==> src/rtl/riscv_br_pkg.sv <==
// Shared branch definitions: comparator opcodes, predictor FSM states and
// the BHT counter reset value.
package riscv_br_pkg;

    localparam logic [2:0] BEQ  = 3'b000;
    localparam logic [2:0] BNE  = 3'b001;
    localparam logic [2:0] BLT  = 3'b100;
    localparam logic [2:0] BGE  = 3'b101;
    localparam logic [2:0] BLTU = 3'b110;
    localparam logic [2:0] BGEU = 3'b111;

    localparam logic [1:0] CTR_RESET = 2'b01;

    typedef enum logic [0:0] {
        ST_INIT = 1'b0,
        ST_RUN  = 1'b1
    } br_state_e;

    // funct3 010/011 have no branch meaning; such a branch resolves not-taken
    function automatic logic is_illegal_f3(input logic [2:0] f3);
        return !(f3 inside {BEQ, BNE, BLT, BGE, BLTU, BGEU});
    endfunction

endpackage

==> src/rtl/branch_predict_ctrl_bht_counters.sv <==
// Array of 2-bit saturating counters: async read for ID, one train port for EX
// and one init-write port. Init has priority over training.
module bht_counters
    import riscv_br_pkg::*;
#(
    parameter int ENTRIES = 16,
    parameter int IDXW    = $clog2(ENTRIES)
) (
    input  logic            clk,
    input  logic [IDXW-1:0] rd_idx,
    output logic [1:0]      rd_ctr,
    input  logic            train_en,
    input  logic [IDXW-1:0] train_idx,
    input  logic            train_up,
    input  logic            init_en,
    input  logic [IDXW-1:0] init_idx
);

    logic [1:0] ctr [ENTRIES];

    assign rd_ctr = ctr[rd_idx];

    always_ff @(posedge clk) begin
        if (init_en) begin
            ctr[init_idx] <= CTR_RESET;
        end else if (train_en) begin
            if (train_up && ctr[train_idx] != 2'b11) begin
                ctr[train_idx] <= ctr[train_idx] + 2'b01;
            end else if (!train_up && ctr[train_idx] != 2'b00) begin
                ctr[train_idx] <= ctr[train_idx] - 2'b01;
            end
        end
    end

endmodule

==> src/rtl/branch_predict_ctrl.sv <==
// Branch prediction/resolution controller: BHT lookup in ID, resolution,
// redirect and flush generation in EX, BHT training and statistics.
//
// state   | meaning
// ST_INIT | writing CTR_RESET into one BHT entry per cycle; no prediction/training
// ST_RUN  | BHT valid; predict in ID, train on each resolved branch
module branch_predict_ctrl
    import riscv_br_pkg::*;
#(
    parameter int BHT_ENTRIES = 16,
    parameter int XLEN        = 32
) (
    input  logic            clk,
    input  logic            rst,
    input  logic            id_valid,
    input  logic            id_is_branch,
    input  logic [XLEN-1:0] id_pc,
    input  logic [XLEN-1:0] id_imm,
    output logic            pred_taken,
    input  logic            ex_valid,
    input  logic            ex_stall,
    input  logic            ex_is_branch,
    input  logic [2:0]      ex_funct3,
    input  logic [XLEN-1:0] ex_pc,
    input  logic [XLEN-1:0] ex_imm,
    input  logic            ex_pred_taken,
    output logic [2:0]      br_funct3,
    input  logic            br_taken,
    output logic            redirect,
    output logic [XLEN-1:0] redirect_pc,
    output logic            flush_if_id,
    output logic            flush_id_ex,
    output logic            illegal_br,
    output logic            ready,
    output logic [31:0]     stat_branches,
    output logic [31:0]     stat_mispredicts
);

    localparam int IDXW = $clog2(BHT_ENTRIES);
    localparam logic [IDXW-1:0] LAST_IDX = IDXW'(BHT_ENTRIES - 1);

    br_state_e       state;
    logic [IDXW-1:0] init_idx;
    logic [IDXW-1:0] id_idx;
    logic [IDXW-1:0] ex_idx;
    logic [1:0]      id_ctr;
    logic            f3_bad;
    logic            act;
    logic            res;
    logic            mispredict;
    logic            id_redirect;

    assign id_idx  = id_pc[IDXW+1:2];
    assign ex_idx  = ex_pc[IDXW+1:2];
    assign ready   = (state == ST_RUN);

    assign br_funct3  = ex_funct3;
    assign f3_bad     = is_illegal_f3(ex_funct3);
    assign act        = br_taken & ~f3_bad;
    assign illegal_br = ex_valid & ex_is_branch & f3_bad;
    assign res        = ex_valid & ex_is_branch & ~ex_stall;
    assign mispredict = res & (act != ex_pred_taken);

    assign pred_taken  = id_valid & id_is_branch & id_ctr[1] & ready;
    assign id_redirect = pred_taken & ~ex_stall & ~mispredict;

    bht_counters #(
        .ENTRIES (BHT_ENTRIES),
        .IDXW    (IDXW)
    ) u_bht (
        .clk       (clk),
        .rd_idx    (id_idx),
        .rd_ctr    (id_ctr),
        .train_en  (res & ready & ~rst),
        .train_idx (ex_idx),
        .train_up  (act),
        .init_en   ((state == ST_INIT) & ~rst),
        .init_idx  (init_idx)
    );

    always_comb begin
        redirect    = 1'b0;
        redirect_pc = '0;
        flush_if_id = 1'b0;
        flush_id_ex = 1'b0;
        if (mispredict) begin
            redirect    = 1'b1;
            redirect_pc = act ? (ex_pc + ex_imm) : (ex_pc + XLEN'(4));
            flush_if_id = 1'b1;
            flush_id_ex = 1'b1;
        end else if (id_redirect) begin
            redirect    = 1'b1;
            redirect_pc = id_pc + id_imm;
            flush_if_id = 1'b1;
        end
    end

    always_ff @(posedge clk) begin
        if (rst) begin
            state    <= ST_INIT;
            init_idx <= '0;
        end else if (state == ST_INIT) begin
            init_idx <= init_idx + 1'b1;
            if (init_idx == LAST_IDX) begin
                state <= ST_RUN;
            end
        end
    end

    always_ff @(posedge clk) begin
        if (rst) begin
            stat_branches    <= '0;
            stat_mispredicts <= '0;
        end else begin
            if (res) begin
                stat_branches <= stat_branches + 32'd1;
            end
            if (mispredict) begin
                stat_mispredicts <= stat_mispredicts + 32'd1;
            end
        end
    end

endmodule

==> config.mk <==
export PLATFORM = sky130hd
export DESIGN_NAME = branch_predict_ctrl
export DESIGN_NICKNAME = d
export VERILOG_FILES = /design/src/rtl/riscv_br_pkg.sv /design/src/rtl/branch_predict_ctrl_bht_counters.sv /design/src/rtl/branch_predict_ctrl.sv
export SDC_FILE = /design/constraint.sdc
export NUM_CORES = 1
export LEC_CHECK = 0
export CAP_MARGIN = 20
export CORE_MARGIN = 2
export CORE_UTILIZATION = 37
export CTS_BUF_LIST = sky130_fd_sc_hd__clkbuf_2 sky130_fd_sc_hd__clkbuf_4 sky130_fd_sc_hd__clkbuf_8
export DETAILED_ROUTE_END_ITERATION = 16
export GPL_TIMING_DRIVEN = 0
export PLACE_DENSITY = 0.67
export SLEW_MARGIN = 20
export SYNTH_ARGS = -nofsm -noshare
export SYNTH_HDL_FRONTEND = slang
export SYNTH_SLANG_ARGS = --single-unit
==> constraint.sdc <==
create_clock -name clk -period 4.1 [get_ports clk]
set_input_delay 0.82 -clock clk [delete_from_list [all_inputs] [get_ports clk]]
set_output_delay 0.82 -clock clk [all_outputs]
set_load 0.005 [all_outputs]
# Yosys cells after proc, flatten, opt, wreduce, memory -nomap -nowiden
# Memory sizes are Yosys's and may differ from the RTL's.
# Cells that the tools add are included.
# word_totals
input_bits,140
out_inout_bits,105
wordCells,70
memories,1
mem_bits_rw,32
register_bits,69
# memory_table
name,depth,word_bits,read_ports,rd_clocked_by_memory_dff,write_ports,line,text
u_bht.ctr,16,2,2,0,1,branch_predict_ctrl_bht_counters.sv:19,logic [1:0] ctr [ENTRIES];
# classes
muxes,23
addsub,8
n_eq_ne,8
bitwise_logic,18
reduce_logical,8
# ops
op,count
32-bit two-way mux,3
32-bit by 1-bit adder with 32-bit output (second input constant),2
32-bit adder,2
32-bit by 3-bit adder with 32-bit output (second input constant),1
1-bit two-way mux,17
1-bit AND,13
3-bit == test (second input constant),4
6-bit nonzero test,1
4-bit by 1-bit adder with 4-bit output (second input constant),1
4-bit == test (second input constant),1
2-bit two-way mux,2
4-bit two-way mux,1
1-bit inverter,4
3-bit by 1-bit == test with 1-bit output (second input constant),1
3-bit zero test,1
2-bit by 1-bit adder with 2-bit output (second input constant),1
1-bit logical AND,2
1-bit zero test,2
2-bit inequality test (second input constant),1
2-bit nonzero test,1
2-bit OR reduction,1
2-bit by 1-bit subtractor with 2-bit output (second input constant),1
1-bit inequality test,1
1-bit OR,1

# Longest topological paths before layout
# depth
word_depth,13
ltp_mapped,13
ltp_nobuf,12

# Hierarchy
# From an unflattened synthesis, not the netlist that was laid out.
# unflattened
hier_cells,1134
hier_area_um2,9430.3
# by_module_without_submodules
module,cells_each,area_each_um2,n_inst,seq_area_each_um2
branch_predict_ctrl,1007,7453.4,1,1381.3
bht_counters,127,1976.9,1,960.9

# Least setup slack after synthesis
# OpenSTA, ideal clock, no wires.
# synth_path
kind,input-to-output
from,input port ex_pc[1]
to,output port redirect_pc[29]
cell_stages,10
t_arrival_ns,3.220
n_path_buf,0
t_required_ns,3.280
path_slack_ns,0.060
path_cell_list,ha_1 -> a211o_1 -> a211oi_1 -> nor2_1 -> a221oi_1 -> o31ai_1 -> a311oi_1 -> o21ai_0 -> xnor2_1 -> o221ai_1
# synth_between
elab_chain_len,3
elab_cells_between_ends,4
classes_between,add/sub: 2; mux: 2
# synth_lines
item,line,text
start: declaration,branch_predict_ctrl.sv:24,"input logic [XLEN-1:0] ex_pc,"
32-bit by 3-bit adder with 32-bit output / 32-bit adder (equally long branches),branch_predict_ctrl.sv:88,redirect_pc = act ? (ex_pc + ex_imm) : (ex_pc + XLEN'(4));
32-bit two-way mux (*),branch_predict_ctrl.sv:88,
32-bit two-way mux (*),branch_predict_ctrl.sv:86,if (mispredict) begin
end: declaration,branch_predict_ctrl.sv:30,"output logic [XLEN-1:0] redirect_pc,"
# Every way passes the cells marked *; elsewhere a longest branch is shown, timed or not.

# Worst setup path in the final report
# layout_path
from,input port ex_pc[1]
to,output port redirect_pc[23]
# Same word-level chain as after synthesis.

==> summary.txt <==
Die
  • Initial core utilization: 0.377
  • Std cell rows: 56
  • Die Wd: 159 µm
  • Ports: 245
  • Die area: 25200 µm²
  • Chip Height: 159 µm
  • Core Box Area: 23500 µm²

Cells and area
  • Fin util: 0.584
  • Fin cells: 1737
  • Layout cells sized above 1: 0.258
  • Area Growth Syn to Fin: 54.8%
  • # fillers: 2071
  • Final net count: 1618

Logic synthesis
  • Async S/R FF share, synth: 0
  • Synth warn: 0
  • Main combinational cell family by area after synthesis: simple AND/OR/NAND/NOR gates
  • Post-Syn Area: 8860 µm²
  • Seq/Total Area, Yosys: 0.264
  • Xor/xnor share of the synthesized area: 0.128
  • Top-count cell post-synth: nor2_1
  • Mux contribution to synthesized area: 0.0475
  • Share of the synthesized area in the top cell type: 0.156
  • Post-synth EDFFs: 32
  • Yosys top cell by area: dfxtp_1
  • Top_reg_cell synth: dfxtp_1
  • Seq cells post-synth: 101
  • Syn Nets: 1289
  • Largest cells by area after synthesis: dfxtp_1 16%, edfxtp_1 11%, ha_1 9.3%, xor2_1 6.8%, xnor2_1 5.9%
  • Synth Area in Simple Gates: 0.225
  • Synth top cells by count: 135 x nor2_1, 85 x nand2_1, 78 x a21oi_1, 69 x dfxtp_1, 69 x xor2_1
  • Adder-cell share of the synthesized area: 0.0978
  • Unique masters post-synth: 65
  • Avg Cell Area, Syn: 8.19 µm²
  • Mapped Cells: 1081
  • Post-synthesis compound-gate area fraction: 0.203

Outcome
  • Status: complete, but fails checks
  • Failing checks: setup timing

Clock tree
  • CTS buffer count: 9
  • Worst-path clk slew: 0.10 ns
  • Clock sink count: 101
  • Clk_lat worst skew: 0.39 ns
  • Clock buffer depth: 2
  • Root buffer cell: clkbuf_8
  • CTS tree: built
  • Hold_buf cts: 0
  • H-tree depth: 3

Worst setup path
  • CP max stage cell: a221oi_4
  • Slowest cell delay on critical path: 0.34 ns
  • Crit Path Class: in2out
  • Buffers & Inverters on Critical Path: 4
  • Worst path top cell family by delay: compound AO/OA/AOI/OAI gates
  • Setup slack, reg-to-reg: 1.07 ns
  • Required time of the critical path: 3.28 ns
  • CP Cell Sequence: buf_8 -> ha_4 -> a211o_1 -> a211oi_2 -> nor2_2 -> a221oi_4 -> o31ai_4 -> buf_4 -> buf_6 -> o211ai_1 -> o21ai_2 -> o32ai_2 -> buf_2
  • Critical Path End Type: primary output
  • Worst setup SP type: primary input
  • Arr. time, crit path: 3.42 ns
  • Critical Path Fanout Max: 3

Detailed routing
  • WL per Instance: 19.3 µm
  • Routed vias/inst: 5.64
  • Iteration-0 DRC count of the detailed router: 667
  • DR pass1 iterations: 5
  • Met2 WL post-DR: 15.9 mm
  • Wire length on met1: 13.4 mm
  • Highest metal used: met5
  • Remaining antenna violation count: 0
  • Detail Route met3 WL: 2.71 mm
  • Total Wirelength: 33.5 mm
  • DR vias: 9792
  • Residual DRC: 0

Pwr
  • Maximum resistive drop on vdd: 0.000263 V
  • Power per cell area: 214 nW/µm²
  • Leak pwr: 0.00552 µW

Flow run
  • Maximum capacitance violations: 0

Timing
  • Final Max Slew Viols: 0
  • Fin crit share: 1.03
  • Skew final: 0.0147 ns
  • Unrepaired setup endpoints after global routing: true
  • Relative slew slack: 0.612
  • Worst-Margin Slew: 0.582 ns
  • Finish-stage setup viols: 5
  • Final hold vios: 0
  • Final worst slack: -0.136 ns
  • Max Freq: 236 MHz
  • Minimum clock period: 4.24 ns

Placement
  • Placed cell count: 1644
  • GPL Wtd Cong: 0.960
  • Port Buffers: 243
  • Detailed Place HPWL: 24.4 mm

GRT
  • Initial antenna violation count: 8
  • Grt total ovfl: 0
  • Largest net degree at the start of global routing: 19
  • Tot GR Track Use: 0.250
  • First-pass GRT wire length: 50.7 mm
  • Vias in the first global route: 9356

Worst hold path
  • Min-Delay Path Class: reg2reg
path summary, 6_finish.rpt:
check	startpoint	end	depth (start not counted)
max	ex_pc[1]	redirect_pc[23]	13
max reg2reg	u_bht.ctr[6][1]	u_bht.ctr[9][0]	9
min	stat_branches[15]	stat_branches[15]	2
min reg2reg	stat_branches[15]	stat_branches[15]	2
what timing repair did:
item                                    CTS  global route
gates resized for setup                 407           163
pin swaps                               100            91
setup buffers                            51            30
endpoints found under the setup margin   36            33
per-stage QoR:
step / power [µW] / hold WS (ns) / TNS, ns / cell area (µm²) / worst slack [ns]
floorplan: 1600 / 0.483 / 0 / 8860 / 0.0599
global placement: 1940 / 0.484 / -57.74 / 11700 / -1.79
detailed placement: 1940 / 0.496 / -49.41 / 11700 / -1.78
CTS: 2820 / 0.512 / -0.540 / 13200 / -0.189
global route: 3070 / 0.542 / -1.21 / 13700 / -0.239
finish: 2940 / 0.508 / -0.427 / 13700 / -0.136
flip-flops by register name (all words and copies together) (netlist names):
signal            cells
stat_mispredicts     32
u_bht.ctr            32
stat_branches        32
init_idx              4
ready                 1
cells by family (layout without fill, tap and decap cells):
family / after synthesis / count (layout)
buffers and inverters: 72 / 405
XOR/XNOR: 129 / 129
other: 0 / 4
multiplexers: 23 / 23
adder cells (fa/ha/maj): 68 / 68
AND/OR/NAND/NOR: 409 / 409
AO/OA/AOI/OAI: 279 / 279
flip-flops: 101 / 101
layout make-up:
class                           count  area, µm²  share of cell area
Inverter                           27        105             0.00766
Clock buffer                        9        124             0.00903
Clock inverter                      6       81.3             0.00593
Antenna cell                        4       10.0            0.000730
Timing Repair Buffer              323       2950               0.215
Sequential cell                   101       2340               0.171
Tap cell                          319        399              0.0291
Buffer                             40        280              0.0204
Multi-Input combinational cell    908       7430               0.542
power breakdown:
part	total (µW)	switching [µW]	leakage, µW	internal (µW)
clock	681	388	0.000105	293
sequential	1040	7.42	0.000887	1030
combinational	1220	618	0.00453	603
tightest hold or removal path, stage by stage, from the launching register on:
cell and delay, ns:
dfxtp_1 0.34, o21ai_0 0.07, a21oi_1 0.06
layer usage:
layer | GRT usage | vias up
met5 | 0 | -
met4 | 0.0980 | 4
met3 | 0.0517 | 119
met2 | 0.421 | 512
met1 | 0.314 | 4534
li1 | - | 4623
cell usage in the layout, fill, tap and decap left out, types with 9 or more instances in the layout:
cell type and n:
and3_1 26, dfxtp_1 69, mux4_2 15, clkdlybuf4s50_1 136
a21oi_2 15, a21o_1 32, nand3_1 44, edfxtp_1 32
dlygate4sd2_1 18, xor2_1 67, nor2b_1 12, o21ai_2 11
nand2_1 80, nand4_1 25, xnor2_1 55, a211oi_2 9
clkbuf_2 21, or3_1 17, ha_1 22, a21oi_1 60
o21a_1 11, dlymetal6s2s_1 28, clkbuf_1 16, o22ai_2 11
o211ai_1 9, clkbuf_8 11, o21ai_0 28, buf_2 22
nor2_1 123, buf_6 22, buf_4 78, nor3_1 14
o21ai_1 18, ha_4 40, inv_1 24
No activity file was read; power rests on OpenSTA's default activity.
